## config.mk

```make
export PLATFORM = sky130hd
export DESIGN_NAME = crc_check
export DESIGN_NICKNAME = d
export VERILOG_FILES = /design/src/rtl/crc_check.sv
export SDC_FILE = /design/constraint.sdc
export NUM_CORES = 2
export LEC_CHECK = 0
export BUFFER_PORTS_ARGS = -buffer_cell sky130_fd_sc_hd__buf_4
export CAP_MARGIN = 20
export CORE_UTILIZATION = 40
export DETAILED_ROUTE_END_ITERATION = 7
export HOLD_SLACK_MARGIN = 0.03
export PLACE_DENSITY = 0.56
export RECOVER_POWER = 100
export REMOVE_ABC_BUFFERS = 1
export SLEW_MARGIN = 10
export SYNTH_ARGS = -nofsm -noshare
export SYNTH_HDL_FRONTEND = slang
export SYNTH_SLANG_ARGS = --single-unit
```

## constraint.sdc

```tcl
create_clock -name clk -period 66.6 [get_ports clk]
set_input_delay 0 -clock clk [delete_from_list [all_inputs] [get_ports clk]]
set_output_delay 0 -clock clk [all_outputs]
set_load 0.1 [all_outputs]
```

## src/rtl/crc_check.sv

```systemverilog
// Receive-side CRC checker: recomputes each frame's CRC with the crc_gen engine, compares it
// with the sideband CRC, enforces a frame-length limit and keeps saturating good/bad counters.
module crc_check #(
    parameter int unsigned          DWIDTH    = 512,
    parameter int unsigned          CRC_WIDTH = 16,
    parameter int unsigned          PIPE_LVL  = 0,
    parameter logic [CRC_WIDTH-1:0] CRC_POLY  = 16'hda5f,
    parameter logic [CRC_WIDTH-1:0] INIT      = 16'b0,
    parameter logic [CRC_WIDTH-1:0] XOR_OUT   = 16'b0,
    parameter bit                   REFIN     = 1'b0,
    parameter bit                   REFOUT    = 1'b0,
    parameter int unsigned          MAX_FLITS = 64,
    parameter int unsigned          CNT_WIDTH = 32
) (
    input  logic                 clk,
    input  logic                 rst,
    input  logic [DWIDTH-1:0]    din,
    input  logic                 dlast,
    input  logic                 flitEn,
    input  logic [CRC_WIDTH-1:0] crc_in,
    input  logic                 cnt_clr,
    output logic                 chk_vld,
    output logic                 chk_ok,
    output logic                 chk_oversize,
    output logic [CRC_WIDTH-1:0] crc_calc,
    output logic [CNT_WIDTH-1:0] good_cnt,
    output logic [CNT_WIDTH-1:0] bad_cnt
);

    localparam int unsigned NSEG   = PIPE_LVL + 1;
    localparam int unsigned SEG_W  = (DWIDTH + NSEG - 1) / NSEG;
    localparam int unsigned FCNT_W = $clog2(MAX_FLITS + 2);

    if ((DWIDTH % 8) != 0) begin : g_bad_dwidth
        $fatal(1, "crc_check: DWIDTH must be a multiple of 8");
    end
    if (MAX_FLITS < 1) begin : g_bad_max
        $fatal(1, "crc_check: MAX_FLITS must be at least 1");
    end

    // Bit-serial MSB-first CRC; unrolled this is a pure XOR network, linear in (crc, data).
    function automatic logic [CRC_WIDTH-1:0] crc_shift(input logic [CRC_WIDTH-1:0] crc,
                                                        input logic [DWIDTH-1:0] data);
        logic [CRC_WIDTH-1:0] c;
        c = crc;
        for (int i = int'(DWIDTH) - 1; i >= 0; i--) begin
            if (c[CRC_WIDTH-1] ^ data[i]) c = (c << 1) ^ CRC_POLY;
            else                          c = c << 1;
        end
        return c;
    endfunction

    function automatic logic [CRC_WIDTH-1:0] data_table(input logic [DWIDTH-1:0] data,
                                                         input int unsigned seg);
        logic [DWIDTH-1:0] m;
        for (int unsigned i = 0; i < DWIDTH; i++) m[i] = data[i] & ((i / SEG_W) == seg);
        return crc_shift('0, m);
    endfunction

    function automatic logic [CRC_WIDTH-1:0] crc_table(input logic [CRC_WIDTH-1:0] crc);
        return crc_shift(crc, '0);
    endfunction

    function automatic logic [DWIDTH-1:0] refl_bytes(input logic [DWIDTH-1:0] d);
        logic [DWIDTH-1:0] r;
        for (int unsigned i = 0; i < DWIDTH; i++) r[i] = d[(i / 8) * 8 + 7 - (i % 8)];
        return r;
    endfunction

    function automatic logic [CRC_WIDTH-1:0] refl_crc(input logic [CRC_WIDTH-1:0] c);
        logic [CRC_WIDTH-1:0] r;
        for (int unsigned i = 0; i < CRC_WIDTH; i++) r[i] = c[CRC_WIDTH-1-i];
        return r;
    endfunction

    typedef enum logic [1:0] {S_IDLE, S_ACTIVE, S_OVER} state_t;

    state_t              state, state_nxt;
    logic [FCNT_W-1:0]   fcnt, fcnt_nxt, fnum_c;
    logic                over_tag_c;

    // Frame-length tracking; the oversize tag rides with the last flit.
    always_ff @(posedge clk) begin
        if (rst) begin
            state <= S_IDLE;
            fcnt  <= '0;
        end else begin
            state <= state_nxt;
            fcnt  <= fcnt_nxt;
        end
    end

    always_comb begin
        state_nxt  = state;
        fcnt_nxt   = fcnt;
        over_tag_c = 1'b0;
        fnum_c     = fcnt + FCNT_W'(1);
        if (flitEn) begin
            case (state)
                S_IDLE: begin
                    if (!dlast) begin
                        state_nxt = S_ACTIVE;
                        fcnt_nxt  = FCNT_W'(1);
                    end
                end
                S_ACTIVE: begin
                    if (dlast) begin
                        over_tag_c = (fnum_c > FCNT_W'(MAX_FLITS));
                        state_nxt  = S_IDLE;
                        fcnt_nxt   = '0;
                    end else if (fnum_c > FCNT_W'(MAX_FLITS)) begin
                        state_nxt = S_OVER;
                    end else begin
                        fcnt_nxt = fnum_c;
                    end
                end
                S_OVER: begin
                    if (dlast) begin
                        over_tag_c = 1'b1;
                        state_nxt  = S_IDLE;
                        fcnt_nxt   = '0;
                    end
                end
                default: state_nxt = S_IDLE;
            endcase
        end
    end

    logic [DWIDTH-1:0]    in_pd, st_pd;
    logic [CRC_WIDTH-1:0] st_acc, st_c;
    logic                 st_v, st_l, st_o;

    assign in_pd = REFIN ? refl_bytes(din) : din;

    // Data XOR tree split into NSEG segments, one absorbed per stage; sideband delayed alongside.
    if (PIPE_LVL == 0) begin : g_nopipe
        assign st_pd  = in_pd;
        assign st_acc = '0;
        assign st_v   = flitEn;
        assign st_l   = dlast;
        assign st_o   = over_tag_c;
        assign st_c   = crc_in;
    end else begin : g_pipe
        logic [DWIDTH-1:0]    q_pd  [PIPE_LVL];
        logic [CRC_WIDTH-1:0] q_acc [PIPE_LVL];
        logic [CRC_WIDTH-1:0] q_c   [PIPE_LVL];
        logic                 q_v   [PIPE_LVL];
        logic                 q_l   [PIPE_LVL];
        logic                 q_o   [PIPE_LVL];

        always_ff @(posedge clk) begin
            if (rst) begin
                for (int unsigned s = 0; s < PIPE_LVL; s++) begin
                    q_v[s] <= 1'b0;
                    q_l[s] <= 1'b0;
                end
            end else begin
                q_v[0] <= flitEn;
                q_l[0] <= dlast;
                for (int unsigned s = 1; s < PIPE_LVL; s++) begin
                    q_v[s] <= q_v[s-1];
                    q_l[s] <= q_l[s-1];
                end
            end
            q_pd[0]  <= in_pd;
            q_acc[0] <= data_table(in_pd, 0);
            q_o[0]   <= over_tag_c;
            q_c[0]   <= crc_in;
            for (int unsigned s = 1; s < PIPE_LVL; s++) begin
                q_pd[s]  <= q_pd[s-1];
                q_acc[s] <= q_acc[s-1] ^ data_table(q_pd[s-1], s);
                q_o[s]   <= q_o[s-1];
                q_c[s]   <= q_c[s-1];
            end
        end

        assign st_pd  = q_pd[PIPE_LVL-1];
        assign st_acc = q_acc[PIPE_LVL-1];
        assign st_v   = q_v[PIPE_LVL-1];
        assign st_l   = q_l[PIPE_LVL-1];
        assign st_o   = q_o[PIPE_LVL-1];
        assign st_c   = q_c[PIPE_LVL-1];
    end

    logic [CRC_WIDTH-1:0] crc_prev, crc_raw, crc_in_d, crc_next_c, crc_fin_c;
    logic                 last_d, over_d;

    assign crc_next_c = st_acc ^ data_table(st_pd, PIPE_LVL) ^ crc_table(crc_prev);
    assign crc_fin_c  = (REFOUT ? refl_crc(crc_raw) : crc_raw) ^ XOR_OUT;

    // CRC feedback register plus the crc_gen-equivalent output stage.
    always_ff @(posedge clk) begin
        if (rst) begin
            crc_prev <= INIT;
            crc_raw  <= '0;
            crc_in_d <= '0;
            last_d   <= 1'b0;
            over_d   <= 1'b0;
        end else begin
            if (st_v) crc_prev <= st_l ? INIT : crc_next_c;
            crc_raw  <= crc_next_c;
            crc_in_d <= st_c;
            last_d   <= st_v & st_l;
            over_d   <= st_o;
        end
    end

    // Compare stage and statistics.
    always_ff @(posedge clk) begin
        if (rst) begin
            chk_vld      <= 1'b0;
            chk_ok       <= 1'b0;
            chk_oversize <= 1'b0;
            crc_calc     <= '0;
        end else begin
            chk_vld <= last_d;
            if (last_d) begin
                crc_calc     <= crc_fin_c;
                chk_ok       <= (crc_fin_c == crc_in_d) & ~over_d;
                chk_oversize <= over_d;
            end
        end
    end

    always_ff @(posedge clk) begin
        if (rst || cnt_clr) begin
            good_cnt <= '0;
            bad_cnt  <= '0;
        end else if (chk_vld) begin
            if (chk_ok) begin
                if (~&good_cnt) good_cnt <= good_cnt + CNT_WIDTH'(1);
            end else begin
                if (~&bad_cnt) bad_cnt <= bad_cnt + CNT_WIDTH'(1);
            end
        end
    end

endmodule
```

==> results.py <==
metrics = {
    "layout": {
        "fin_area_mm2": 0.121,
        "finalNonFillerCells": 12000,
        "layout_common_cells": "2717 x xnor2_1, 2340 x xnor3_1, 1184 x xor2_1",
        "final_common_cell": "xnor2_1",
        "areaGrowthSynthToFinish_pct": 8.57,
        "num-nets-final": 8852,
        "drive_gt1_share_pct": 11.8,
    },
    "timing": {
        "grt_setup_unrepaired": "false",
        "setup_violations": 0,
        "relSlewSlack_pct": -132,
        "max_freq_mhz": 16.2,
        "post-route-min-period_ps": 61650,
        "finClkSkew_ps": 14.0,
        "final.period_utilization_pct": 92.6,
        "final_hold_viol_count": 0,
        "setup_slack_ps": 4950,
        "worstMarginPinSlew_ps": 3480,
        "drv_slew": 113,
        "fin_setup_tns_ps": 0,
    },
    "clock_network": {
        "ctsResizeCount": 0,
        "root_buffer": "clkbuf_16",
        "cts_tree": "yes",
        "h-tree-depth": 4,
        "clock_path_buffers": 2,
        "clk_latency_ps": 420,
        "numCtsBuffers": 17,
        "cts.sinks": 142,
        "cts_setup_buffers": 0,
        "clk_pin_slew_ps": 60,
    },
    "logic_synthesis": {
        "synthCells": 7701,
        "yosysWarningCount": 0,
        "synthFlopType": "dfxtp_1",
        "synth-edff-count": 0,
        "ys_ff_latch": 142,
        "synth.cell_area_mm2": 0.111,
        "avgSynthCellArea_um2": 14.5,
        "async_flop_share_pct": 0,
        "synth_cell_type_count": 51,
        "ys_seq_area_share_pct": 2.55,
    },
    "routing": {
        "drtIter0Drc": 3377,
        "num_vias": 58900,
        "firstDrtPassIters": 5,
        "vias_per_cell": 4.89,
        "drcViolationCount": 0,
        "drt-wirelength-per-cell_um": 24.3,
        "postRouteAntennaNets": 0,
        "wl_um": 292000,
    },
    "setup_path": {
        "path_buf_inv": 1,
        "crit_family": "XOR/XNOR gates",
        "arrival_ps": 61830,
        "critPathKind": "input port to register",
        "required_ps": 66780,
        "start_kind": "input port",
        "path_max_fanout": 11,
        "critPathSlowestCell": "xnor2_1",
        "crit_top_cell": "xnor3_1",
        "cp-end-kind": "register",
        "cp_slowest_stage_delay_ps": 1020,
    },
    "status": {
        "violations": "max-capacitance violations, max-slew violations",
        "outcome": "finished with violations",
    },
    "flow_run": {
        "maxCapViolCount": 2,
    },
    "global_routing": {
        "grt-ovfl-total": 0,
        "grt_pass1_wl_um": 433000,
        "antenna_found_initial": 39,
        "grt_pass1_vias": 63400,
        "grt_util_all_layers_pct": 20.5,
        "grt_max_degree": 79,
    },
    "place": {
        "gp_congestion": 0.884,
        "dp_cells": 12000,
        "place_area_mm2": 0.120,
        "portBuffers": 615,
        "post-place-ws_ps": 6090,
        "hpwl_um": 255000,
    },
    "floorplanning": {
        "start_util_pct": 40.3,
        "die_y_um": 530,
        "die_width_um": 530,
        "num_rows": 193,
        "core_mm2": 0.276,
        "ios": 616,
        "die_area_mm2": 0.280,
    },
    "worst_hold_path": {
        "hold_path_class": "input port to register",
    },
}
-- cells in the mapped netlist, types with 3 or more instances --
master        n  area share, %
xnor2_1    2711             21
xnor3_1    2337             47
xor2_1     1184            9.3
xor3_1      453            9.7
xnor2_2     154            2.3
dfxtp_1     142            2.6
xnor3_2     135            2.9
nor2_1      125           0.42
xor2_2       57           0.83
nand2_1      39           0.13
xor3_2       32           0.72
xnor2_4      31           0.77
a21oi_1      27           0.12
clkbuf_1     25          0.084
nor2b_1      24           0.13
mux2i_1      22           0.20
nand3_1      19          0.085
buf_2        17          0.076
o21ai_0      16          0.072
nand4_1      15          0.084
or3_1        15          0.084
inv_1        14          0.047
and3_1       12          0.067
nor3_1       11          0.049
buf_4         9          0.061
xor2_4        8           0.20
a2bb2oi_1     7          0.055
ha_1          7          0.079
and4_1        6          0.047
a31oi_1       5          0.028
buf_1         5          0.017
nand2b_1      4          0.022
nor3b_1       4          0.027
a22oi_1       3          0.020
a31o_1        3          0.024
nor4_1        3          0.017
-- area by class of cell --
class / instances / area, um^2
fill: 25100 / 156000
multi-input combinational: 7485 / 108000
tap: 3705 / 4640
timing repair buffer: 650 / 4630
sequential: 142 / 2840
clock buffer: 21 / 460
clock inverter: 10 / 114
inverter: 16 / 60.1
antenna: 13 / 32.5
-- path summary, 6_finish.rpt --
check / start / to / slack, ps / cells after the start
min reg2reg: crc_calc[13]$_SDFFE_PP0P_ / crc_calc[13]$_SDFFE_PP0P_ / 490 / 2
max: din[507] / crc_prev[4]$_SDFFE_PP0P_ / 4950 / 122
min: crc_in[12] / crc_in_d[12]$_SDFF_PP0_ / 330 / 3
max reg2reg: crc_prev[14]$_SDFFE_PP0P_ / crc_prev[14]$_SDFFE_PP0P_ / 9540 / 122
-- timing repair --
item	in CTS	in global routing
endpoints found under the hold margin	23	0
hold buffers	18	0
setup endpoints to repair	0	0
-- metrics by stage --
step / hold slack (ps) / util (%)
2_1_floorplan: 69.1 / -
3_3_place_gp: 217 / 43.5
3_5_place_dp: 217 / 43.5
4_1_cts: 155 / 43.8
5_1_grt: 342 / 43.7
6_report: 334 / 43.7
-- routing by layer --
layer | vias up | GRT usage, % | part of all wire [%]
li1 | 27600 | - | -
met2 | 1151 | 35.5 | 50
met5 | - | 0 | 0.053
met4 | 28 | 2.17 | 1.0
met1 | 30000 | 28.8 | 46
met3 | 165 | 1.48 | 3.7
-- registers in the layout, indices dropped and copies added (netlist names) --
| register | count |
|---|---|
| bad_cnt | 32 |
| chk_oversize | 1 |
| fcnt | 7 |
| chk_ok | 1 |
| over_d | 1 |
| last_d | 1 |
| crc_fin_c | 16 |
| chk_vld | 1 |
| crc_calc | 16 |
| state | 2 |
| crc_in_d | 16 |
| good_cnt | 32 |
| crc_prev | 16 |
-- cell families after synthesis --
group                      count (synthesis)  synth area share, %
DFF                                      142                 2.55
xor gates and xnor gates                7102                 95.3
AOI/OAI and AO/OA                         67                0.363
muxes                                     22                0.198
buffers and inverters                     74                0.307
and+or+nand+nor                          287                 1.24
adders and majority gates                  7               0.0787
-- worst register-to-register path, delay by kind of cell, from the launching register on --
kind / cells / cell delay [ps]
compound gates: 1 / 190
simple gates: 1 / 60
flops: 1 / 420
xor+xnor: 120 / 56130
Power is left out: the tool's default activity adds up to more than one toggle a clock period on the data nets, which glitch-free logic cannot reach.
